**config.mk**
```make
export PLATFORM = sky130hd
export DESIGN_NAME = qbert_jump_animator
export DESIGN_NICKNAME = d
export VERILOG_FILES = /design/src/rtl/qbert_jump_animator.sv
export SDC_FILE = /design/constraint.sdc
export NUM_CORES = 1
export LEC_CHECK = 0
export ABC_AREA = 1
export BUFFER_PORTS_ARGS = -buffer_cell sky130_fd_sc_hd__buf_2
export CAP_MARGIN = 0
export CORE_MARGIN = 5
export CORE_UTILIZATION = 40
export DETAILED_ROUTE_END_ITERATION = 6
export GPL_ROUTABILITY_DRIVEN = 1
export GPL_TIMING_DRIVEN = 0
export HOLD_SLACK_MARGIN = 0.02
export PLACE_DENSITY = 0.65
export RECOVER_POWER = 50
export REMOVE_ABC_BUFFERS = 1
export SYNTH_ARGS = -nofsm -noshare
export SYNTH_HDL_FRONTEND = slang
export SYNTH_SLANG_ARGS = --single-unit
```
**constraint.sdc**
```tcl
create_clock -name iCLK -period 10.18 [get_ports iCLK]
set_input_delay 1.527 -clock iCLK [delete_from_list [all_inputs] [get_ports iCLK]]
set_output_delay 1.527 -clock iCLK [all_outputs]
set_load 0.02 [all_outputs]
```
**src/rtl/qbert_jump_animator.sv**
```systemverilog
// Qbert jump animator: converts a one-shot jump command into a frame-paced
// XY trajectory with a parabolic lift. A bad jump lands and then falls to
// the floor, where the sprite sits knocked out until a new position is
// loaded. All motion advances on frame ticks only, so the sprite never
// tears mid-frame.
module qbert_jump_animator #(
  parameter int JUMP_DX  = 60,
  parameter int JUMP_DY  = 90,
  parameter int N_FRAMES = 6,
  parameter int ARC_STEP = 8,
  parameter int FALL_DY  = 16,
  parameter int X_MAX    = 799,
  parameter int Y_MAX    = 479
) (
  input  logic        iCLK,
  input  logic        iRST_n,
  input  logic        iNewFrame,
  input  logic        iLoad,
  input  logic [20:0] iXY0,
  input  logic        iStart,
  input  logic [2:0]  iJump,
  input  logic        iBad,
  input  logic        iPause,
  output logic [20:0] oXY_qb,
  output logic        oBusy,
  output logic        oDone,
  output logic        oKO,
  output logic [2:0]  oState
);

  localparam logic [2:0] ST_IDLE = 3'd0;
  localparam logic [2:0] ST_ARM  = 3'd1;
  localparam logic [2:0] ST_JUMP = 3'd2;
  localparam logic [2:0] ST_FALL = 3'd3;
  localparam logic [2:0] ST_KO   = 3'd4;

  localparam int KW = $clog2(N_FRAMES + 1);
  localparam logic [KW-1:0] K_LAST = KW'(N_FRAMES);
  localparam logic [KW-1:0] K_ONE  = KW'(1);
  localparam logic [KW-1:0] K_ZERO = KW'(0);

  localparam logic signed [11:0] DX_TOT    = 12'(JUMP_DX);
  localparam logic signed [11:0] DY_TOT    = 12'(JUMP_DY);
  localparam logic signed [11:0] DX_STEP   = 12'(JUMP_DX / N_FRAMES);
  localparam logic signed [11:0] DY_STEP   = 12'(JUMP_DY / N_FRAMES);
  localparam logic signed [11:0] FALL_STEP = 12'(FALL_DY);
  localparam logic signed [11:0] XMAX_P    = 12'(X_MAX);
  localparam logic signed [11:0] YMAX_P    = 12'(Y_MAX);
  localparam logic signed [12:0] YMAX_W    = 13'(Y_MAX);
  localparam logic [12:0]        ARC_W     = 13'(ARC_STEP);

  // State and datapath registers; pos is 12-bit signed so moves past the
  // top/left edge go negative instead of wrapping.
  logic [2:0]           state_r, state_s;
  logic signed [11:0]   pos_x_r, pos_x_s, pos_y_r, pos_y_s;
  logic signed [11:0]   tgt_x_r, tgt_x_s, tgt_y_r, tgt_y_s;
  logic [KW-1:0]        k_r, k_s;
  logic                 left_r, left_s, up_r, up_s, bad_r, bad_s;
  logic                 start_d_r;
  logic                 tick_s, start_edge_s, done_s;
  logic signed [11:0]   step_x_s, step_y_s;
  logic [KW-1:0]        kmin_s;
  logic signed [12:0]   lift_s, y_ext_s, y_arc_s;
  logic [10:0]          x_out_s;
  logic [9:0]           y_out_s;

  assign tick_s       = iNewFrame & ~iPause;
  assign start_edge_s = iStart & ~start_d_r;
  assign step_x_s     = left_r ? (pos_x_r - DX_STEP) : (pos_x_r + DX_STEP);
  assign step_y_s     = up_r   ? (pos_y_r - DY_STEP) : (pos_y_r + DY_STEP);
  assign oState       = state_r;

  // Next-state and next-position logic of the jump sequencer.
  always_comb begin
    state_s = state_r;
    pos_x_s = pos_x_r;
    pos_y_s = pos_y_r;
    tgt_x_s = tgt_x_r;
    tgt_y_s = tgt_y_r;
    k_s     = k_r;
    left_s  = left_r;
    up_s    = up_r;
    bad_s   = bad_r;
    done_s  = 1'b0;
    case (state_r)
      ST_IDLE: begin
        k_s = K_ZERO;
        if (iLoad) begin
          pos_x_s = {1'b0, iXY0[20:10]};
          pos_y_s = {2'b00, iXY0[9:0]};
        end else if (start_edge_s && iJump[2]) begin
          left_s  = iJump[0];
          up_s    = iJump[1];
          bad_s   = iBad;
          tgt_x_s = iJump[0] ? (pos_x_r - DX_TOT) : (pos_x_r + DX_TOT);
          tgt_y_s = iJump[1] ? (pos_y_r - DY_TOT) : (pos_y_r + DY_TOT);
          state_s = ST_ARM;
        end else begin
          state_s = ST_IDLE;
        end
      end
      ST_ARM: begin
        if (tick_s) begin
          pos_x_s = step_x_s;
          pos_y_s = step_y_s;
          k_s     = K_ONE;
          state_s = ST_JUMP;
        end else begin
          state_s = ST_ARM;
        end
      end
      ST_JUMP: begin
        if (tick_s) begin
          if ((k_r + K_ONE) == K_LAST) begin
            // Snap to the target so integer steps never leave a residue.
            pos_x_s = tgt_x_r;
            pos_y_s = tgt_y_r;
            k_s     = K_ZERO;
            if (bad_r) begin
              state_s = ST_FALL;
            end else begin
              state_s = ST_IDLE;
              done_s  = 1'b1;
            end
          end else begin
            pos_x_s = step_x_s;
            pos_y_s = step_y_s;
            k_s     = k_r + K_ONE;
          end
        end else begin
          state_s = ST_JUMP;
        end
      end
      ST_FALL: begin
        if (tick_s) begin
          if ((pos_y_r + FALL_STEP) >= YMAX_P) begin
            pos_y_s = YMAX_P;
            state_s = ST_KO;
          end else begin
            pos_y_s = pos_y_r + FALL_STEP;
          end
        end else begin
          state_s = ST_FALL;
        end
      end
      ST_KO: begin
        if (iLoad) begin
          pos_x_s = {1'b0, iXY0[20:10]};
          pos_y_s = {2'b00, iXY0[9:0]};
          state_s = ST_IDLE;
        end else begin
          state_s = ST_KO;
        end
      end
      default: begin
        state_s = ST_IDLE;
      end
    endcase
  end

  // Display position from next-state values: arc lift then clamp to the screen.
  always_comb begin
    kmin_s = (k_s < (K_LAST - k_s)) ? k_s : (K_LAST - k_s);
    if (state_s == ST_JUMP) begin
      lift_s = $signed(ARC_W * 13'(kmin_s));
    end else begin
      lift_s = 13'sd0;
    end
    y_ext_s = {pos_y_s[11], pos_y_s};
    y_arc_s = y_ext_s - lift_s;
    if (y_arc_s < 13'sd0) begin
      y_out_s = 10'd0;
    end else if (y_arc_s > YMAX_W) begin
      y_out_s = 10'(Y_MAX);
    end else begin
      y_out_s = y_arc_s[9:0];
    end
    if (pos_x_s < 12'sd0) begin
      x_out_s = 11'd0;
    end else if (pos_x_s > XMAX_P) begin
      x_out_s = 11'(X_MAX);
    end else begin
      x_out_s = pos_x_s[10:0];
    end
  end

  // State, datapath and registered outputs.
  always_ff @(posedge iCLK or negedge iRST_n) begin
    if (!iRST_n) begin
      state_r   <= ST_IDLE;
      pos_x_r   <= 12'sd0;
      pos_y_r   <= 12'sd0;
      tgt_x_r   <= 12'sd0;
      tgt_y_r   <= 12'sd0;
      k_r       <= K_ZERO;
      left_r    <= 1'b0;
      up_r      <= 1'b0;
      bad_r     <= 1'b0;
      start_d_r <= 1'b0;
      oXY_qb    <= 21'd0;
      oBusy     <= 1'b0;
      oDone     <= 1'b0;
      oKO       <= 1'b0;
    end else begin
      state_r   <= state_s;
      pos_x_r   <= pos_x_s;
      pos_y_r   <= pos_y_s;
      tgt_x_r   <= tgt_x_s;
      tgt_y_r   <= tgt_y_s;
      k_r       <= k_s;
      left_r    <= left_s;
      up_r      <= up_s;
      bad_r     <= bad_s;
      start_d_r <= iStart;
      oXY_qb    <= {x_out_s, y_out_s};
      oBusy     <= (state_s != ST_IDLE) && (state_s != ST_KO);
      oDone     <= done_s;
      oKO       <= (state_s == ST_KO);
    end
  end

endmodule

```
# After elaboration in Yosys (flattened, before gate mapping)
# Cells that the tools add are included.
# classes
n_bitwise	5
n_lt_le_gt_ge	6
n_eq_ne	8
mux	40
add_sub_neg	12
n_reduce_logical	6
# ops
cell	n
12-bit two-way mux	14
12-bit case mux with 4 select lines	1
12-bit case mux with 3 select lines	1
3-bit two-way mux	10
12-bit by 5-bit adder with 12-bit output, second input constant	2
12-bit by 5-bit subtractor with 12-bit output, second input constant	2
11-bit two-way mux	2
10-bit two-way mux	2
3-bit case mux with 5 select lines	1
13-bit by 10-bit > comparator with 1-bit output, second input constant	1
13-bit by 1-bit < comparator with 1-bit output, second input constant	1
12-bit by 7-bit subtractor with 13-bit output	1
12-bit by 6-bit adder with 12-bit output, second input constant	1
12-bit by 7-bit adder with 12-bit output, second input constant	1
12-bit by 8-bit adder with 12-bit output, second input constant	1
12-bit by 10-bit greater-or-equal comparator with 1-bit output, second input constant	1
12-bit by 11-bit > comparator with 1-bit output, second input constant	1
12-bit by 1-bit < comparator with 1-bit output, second input constant	1
12-bit by 7-bit subtractor with 12-bit output, second input constant	1
12-bit by 8-bit subtractor with 12-bit output, second input constant	1
3-bit by 2-bit == test with 1-bit output, second input constant	3
3-bit == test, second input constant	3
3-bit case mux with 3 select lines	1
6-bit two-way mux	1
14 further kinds	23
# totals
register_bits	82
out_inout_bits	27
word_cells	91

# Logic depth before layout (Yosys ltp)
# depth
depth_word	13
depth_mapped	27

# Worst setup path before layout
# Ideal clock, no wire load.
# synth_path
path_type	input to register
start	in iNewFrame
end	reg oXY_qb[0]
setup_ps	113
cell_stages	23
n_path_buf	3
slack_ps	5238
arrival_time_ps	4829
path_cell_list	inv_1 -> nor2_4 -> buf_2 -> buf_2 -> buf_1 -> nand2_1 -> o2111ai_1 -> o21ai_0 -> ha_1 -> or2_2 -> a21oi_1 -> mux2i_1 -> nor2_1 -> inv_1 -> ha_1 -> nand3b_1 -> and2_1 -> nand4_1 -> or2_1 -> nand2_1 -> inv_2 -> nand2_1 -> inv_1
# synth_between
elab_chain_len	11
# synth_lines
element	line	rtl
start: declaration	17	input logic iNewFrame,
1-bit bitwise AND (*)	67	assign tick_s = iNewFrame & ~iPause;
3-bit two-way mux, on equally long branches	113, 103	
3-bit case mux with 3 select lines (*)	85	case (state_r)
net k_s[1]	57	logic [KW-1:0] k_r, k_s;
3-bit subtractor	163	kmin_s = (k_s < (K_LAST - k_s)) ? k_s : (K_LAST - k_s);
3-bit < comparator	163	
3-bit two-way mux (*)	163	
6-bit two-way mux (*)	164	if (state_s == ST_JUMP) begin
12-bit by 7-bit subtractor with 13-bit output (*)	170	y_arc_s = y_ext_s - lift_s;
13-bit by 10-bit > comparator with 1-bit output	173	end else if (y_arc_s > YMAX_W) begin
10-bit two-way mux	173	
10-bit two-way mux (*)	171	if (y_arc_s < 13'sd0) begin
net y_out_s[0]	65	logic [9:0] y_out_s;
end signal: assignment	215	oXY_qb <= {x_out_s, y_out_s};
end: declaration	24	output logic [20:0] oXY_qb,
# Mark *: on every way through the listed nets, which the timed path passes. The rest lies on a longest branch.
# A chain may end at the register's enable or synchronous reset.

# Final worst setup path
# layout_path
start	in iPause
end	reg oXY_qb[4]
# layout_between
elab_chain_len	12
# layout_lines
element	line	rtl
start: declaration	23	input logic iPause,
1-bit inverter (*)	67	
1-bit bitwise AND (*)	67	
3-bit two-way mux, on equally long branches	113, 103	
3-bit case mux with 3 select lines (*)	85	
net k_s[0]	57	
3-bit subtractor	163	
3-bit < comparator	163	
3-bit two-way mux (*)	163	
6-bit two-way mux (*)	164	
12-bit by 7-bit subtractor with 13-bit output (*)	170	
13-bit by 10-bit > comparator with 1-bit output	173	
10-bit two-way mux	173	
10-bit two-way mux (*)	171	
net y_out_s[4]	65	
# Marks and branches as above.

==> reports/metrics.json <==
{
  "cts_max_path_buffers": 2,
  "rsz_0062_raised_after_global_routing": "false",
  "globalplace.congestion": 0.911,
  "grt_use_met3": 0.0296,
  "clock_period_minus_worst_slack_ns": 5.70,
  "io_pins": 58,
  "violations_in_the_final_reports": "max-capacitance violations, max-slew violations",
  "synth_edf_count": 0,
  "synthTopCellsByArea": "sky130_fd_sc_hd__dfrtp_1, sky130_fd_sc_hd__nand2_1, sky130_fd_sc_hd__ha_1, sky130_fd_sc_hd__inv_1, sky130_fd_sc_hd__o21ai_0",
  "setup_ws_ns": 4.48,
  "cts_repair_resize_count": 0,
  "regToRegSetupSlack_ns": 5.09,
  "end_of_flow_core_utilization": 0.454,
  "ys_ff_latch": 82,
  "arrival_ns": 5.95,
  "number_of_drc_violations_after_detailed_routing_iteration_0": 452,
  "num_rows": 46,
  "reg2regPathDepth": 21,
  "ctsHtreeMaxLevel": 3,
  "ys.flop_type": "sky130_fd_sc_hd__dfrtp_1",
  "r2r_start": "oState[1]$_DFF_PN0_",
  "antenna_found_initial": 0,
  "finalHoldViolations": 0,
  "drive_above_1_share": 0.120,
  "num-fill-cells": 1694,
  "worstPathCellList": "buf_2 > nor2_4 > inv_2 > ha_1 > nand2_1 > o211ai_1 > o21ai_0 > inv_1 > ha_1 > inv_1 > or2_2 > a21oi_1 > mux2i_1 > nor2_1 > inv_1 > ha_1 > nand3b_1 > and2_1 > nand4_1 > or2_1 > nand2_1 > inv_2 > nand2_1 > inv_1",
  "clock_latency_ns": 0.36,
  "synth.avg_cell_area_um2": 7.32,
  "critPathCapture": "oXY_qb[4]$_DFF_PN0_",
  "clkSinkCount": 82,
  "pin_count_of_the_biggest_net_entering_global_routing": 61,
  "cts_tree": "built",
  "gr-usage-met2": 0.313,
  "count_of_mapped_cells_out_of_synthesis": 872,
  "fmax_mhz": 175,
  "sequential_cell_area_mm2": 0.00205,
  "synth_seq_area_share": 0.322,
  "cp_slowest_stage_delay_ns": 0.69,
  "initial_util": 0.405,
  "fin_tns_setup_ns": 0,
  "cp_max_fo": 31,
  "outcome": "complete, but fails checks",
  "buffers_inserted_by_post_cts_timing_repair": 0,
  "critical_path_class": "in -> reg",
  "critPathBufInv": 7,
  "post_dp_cell_area_mm2": 0.00689,
  "yosysTopAreaCell": "sky130_fd_sc_hd__dfrtp_1",
  "detail_route.vias_per_cell": 5.21,
  "drc_errors": 0,
  "slew_headroom": -1.22,
  "grt-busiest-layer": "met2",
  "routed-via-count": 5978,
  "final_area_mm2": 0.00716,
  "crit_cells": 24,
  "final_min_period_over_clock_period": 0.560,
  "wire_per_inst_um": 15.9,
  "crit_path_end_kind": "flop",
  "critical_path.most_common_cell": "sky130_fd_sc_hd__inv_1",
  "timing.rr.end": "oXY_qb[4]$_DFF_PN0_",
  "drt_pre_antenna_iters": 5,
  "cp-startpoint": "iPause",
  "multi_input_comb_area_mm2": 0.00372,
  "chipHeight_um": 136,
  "cts_hold_buf": 0,
  "report.final.setup_viol": 0,
  "synth_warnings": 0,
  "track_usage": 0.203,
  "dp_worst_setup_slack_ns": 4.17,
  "wire_length_of_the_first_global_routing_pass_um": 29500,
  "synth.distinct_cells": 58,
  "layout-area-overhead-vs-synth_pct": 12.2,
  "cellPowerDensity_mw_per_mm2": 379,
  "drt-total-wl_um": 18200,
  "slowest_stage": "sky130_fd_sc_hd__nor2_4",
  "grt_pass1_vias": 5663,
  "critPathTopFamily": "simple AND/OR/NAND/NOR gates",
  "worst_ep_required_time_ns": 10.43,
  "place.detailed.hpwl_um": 13500,
  "die-area_mm2": 0.0186,
  "startpoint_type": "primary input",
  "n_antenna_cell": 0,
  "timing_worst_slew_pin_value_ns": 3.32,
  "floorplan.die.width_um": 136,
  "design.core.area_mm2": 0.0158,
  "hold-worst-slack_ns": 0.466,
  "timing.clock.skew_ns": 0.00683,
  "tritoncts.num_buffers": 9,
  "vdd.ir_drop.worst_v": 0.000119,
  "buffer_ports.inserted": 57,
  "static-leakage-power_nw": 3.72,
  "synth_largest_type_area_fraction": 0.322,
  "finish.net_count": 1009,
  "synth_area_mm2": 0.00638,
  "globalRouteMet1Util": 0.290,
  "maxCapViolCount": 1,
  "antenna_left": 0,
  "grt_overflow": 0,
  "clk_pin_slew_ns": 0.06,
  "cts_root_buf": "sky130_fd_sc_hd__clkbuf_16",
  "synthArstFlopShare": 1.00,
  "worst_hold_path_type": "reg -> reg",
  "report.final.slew_viol_count": 61
}
==> registers in the layout, summed over array words and instances, names as in the netlist <==
| signal | cells |
|---|---|
| k_r | 3 |
| oDone | 1 |
| pos_y_r | 12 |
| tgt_x_r | 12 |
| oBusy | 1 |
| oXY_qb | 21 |
| oState | 3 |
| oKO | 1 |
| left_r | 1 |
| up_r | 1 |
| tgt_y_r | 12 |
| pos_x_r | 12 |
| start_d_r | 1 |
| bad_r | 1 |
==> area by class of cell <==
| cell class | instances | share of cell area |
|---|---|---|
| tap | 216 | 0.0378 |
| clock inverter | 6 | 0.00909 |
| multi-input combinational | 636 | 0.520 |
| timing repair buffer | 58 | 0.0383 |
| inverter | 139 | 0.0743 |
| clock buffer | 10 | 0.0334 |
| sequential | 82 | 0.287 |
==> worst reg2reg max path, stage by stage (launching register included) <==
cell and delay, ns:
sky130_fd_sc_hd__dfrtp_1 0.50, sky130_fd_sc_hd__nor2_2 0.31, sky130_fd_sc_hd__nand2_1 0.21, sky130_fd_sc_hd__inv_1 0.55
sky130_fd_sc_hd__nand2_2 0.65, sky130_fd_sc_hd__inv_1 0.79, sky130_fd_sc_hd__a211oi_1 0.09, sky130_fd_sc_hd__and2_1 0.23
sky130_fd_sc_hd__nand2_1 0.10, sky130_fd_sc_hd__nor2_1 0.07, sky130_fd_sc_hd__ha_1 0.23, sky130_fd_sc_hd__fa_1 0.43
sky130_fd_sc_hd__inv_1 0.09, sky130_fd_sc_hd__a21oi_1 0.11, sky130_fd_sc_hd__nand2_2 0.11, sky130_fd_sc_hd__nand2_1 0.06
sky130_fd_sc_hd__nand2_2 0.09, sky130_fd_sc_hd__nor2_2 0.04, sky130_fd_sc_hd__nand2_2 0.14, sky130_fd_sc_hd__nand4_1 0.10
sky130_fd_sc_hd__nand2_1 0.07, sky130_fd_sc_hd__inv_1 0.04
==> placed cells by master (no fill, tap or decap), types with 4 or more instances in the layout <==
cell	Yosys	final
sky130_fd_sc_hd__o2111ai_1	7	7
sky130_fd_sc_hd__inv_1	125	125
sky130_fd_sc_hd__nand2_1	214	213
sky130_fd_sc_hd__ha_1	47	47
sky130_fd_sc_hd__xnor2_1	7	7
sky130_fd_sc_hd__dfrtp_1	82	82
sky130_fd_sc_hd__and2_1	4	4
sky130_fd_sc_hd__o31ai_1	4	4
sky130_fd_sc_hd__o211ai_1	12	12
sky130_fd_sc_hd__nand3b_1	8	8
sky130_fd_sc_hd__a21oi_1	55	55
sky130_fd_sc_hd__nand4_1	22	22
sky130_fd_sc_hd__nand2_2	10	11
sky130_fd_sc_hd__nor3_1	4	4
sky130_fd_sc_hd__inv_2	10	10
sky130_fd_sc_hd__or2_2	8	8
sky130_fd_sc_hd__a22oi_1	6	6
sky130_fd_sc_hd__o21ai_1	6	6
sky130_fd_sc_hd__o21ai_0	62	62
sky130_fd_sc_hd__clkbuf_1	6	13
sky130_fd_sc_hd__clkbuf_16	0	9
sky130_fd_sc_hd__a221oi_1	6	6
sky130_fd_sc_hd__fa_1	5	5
sky130_fd_sc_hd__buf_2	6	45
sky130_fd_sc_hd__xor2_1	10	10
sky130_fd_sc_hd__nor2_2	5	5
sky130_fd_sc_hd__nor2_1	51	51
sky130_fd_sc_hd__nand3_1	42	42
==> stage by stage <==
stage,total power [mW],std cells
after global placement,2.32,1130
after detailed placement,2.35,1131
after CTS,2.71,1147
final,2.71,1147
after global routing,3.00,1147
after floorplan,1.93,857
==> power breakdown <==
part	internal (mW)	switching (mW)	total, mW
sequential	0.476	0.156	0.632
clock	0.197	0.149	0.346
combinational	0.623	1.11	1.73
total	1.30	1.41	2.71
==> kinds of logic (layout without fill, tap and decap cells) <==
group	Yosys count	count (layout)	synth area share
AOI/OAI and AO/OA	183	183	0.173
xor gates and xnor gates	17	17	0.0233
adders and majority gates	52	52	0.108
buffers and inverters	155	213	0.0957
DFF	82	82	0.322
muxes	1	1	0.00157
other	1	2	0.000588
and+or+nand+nor	381	381	0.276
==> how the worst min path moves through the flow <==
stage                      start              end  cells after the start
3_3_place_gp   bad_r$_DFFE_PN0P_  oDone$_DFF_PN0_                      1
4_1_cts        bad_r$_DFFE_PN0P_  oDone$_DFF_PN0_                      1
5_1_grt        bad_r$_DFFE_PN0P_  oDone$_DFF_PN0_                      1
2_1_floorplan  bad_r$_DFFE_PN0P_  oDone$_DFF_PN0_                      1
6_report       bad_r$_DFFE_PN0P_  oDone$_DFF_PN0_                      1
3_5_place_dp   bad_r$_DFFE_PN0P_  oDone$_DFF_PN0_                      1
==> cells in the mapped netlist, types with 5 or more instances <==
library cell                number
sky130_fd_sc_hd__o21ai_1         6
sky130_fd_sc_hd__nand2_1       214
sky130_fd_sc_hd__o21ai_0        62
sky130_fd_sc_hd__a22oi_1         6
sky130_fd_sc_hd__o2111ai_1       7
sky130_fd_sc_hd__o211ai_1       12
sky130_fd_sc_hd__xor2_1         10
sky130_fd_sc_hd__inv_2          10
sky130_fd_sc_hd__nand3b_1        8
sky130_fd_sc_hd__inv_1         125
sky130_fd_sc_hd__nand2_2        10
sky130_fd_sc_hd__nor2_2          5
sky130_fd_sc_hd__buf_2           6
sky130_fd_sc_hd__nor2_1         51
sky130_fd_sc_hd__ha_1           47
sky130_fd_sc_hd__dfrtp_1        82
sky130_fd_sc_hd__a21oi_1        55
sky130_fd_sc_hd__clkbuf_1        6
sky130_fd_sc_hd__nand4_1        22
sky130_fd_sc_hd__a221oi_1        6
sky130_fd_sc_hd__nand3_1        42
sky130_fd_sc_hd__xnor2_1         7
sky130_fd_sc_hd__or2_2           8
sky130_fd_sc_hd__fa_1            5
==> layer usage <==
layer,routed length [um],up-vias
li1,-,3011
met1,8760,2772
met2,8010,170
met3,1070,25
met4,395,0
met5,0,-
(Power assumes the default switching activity.)
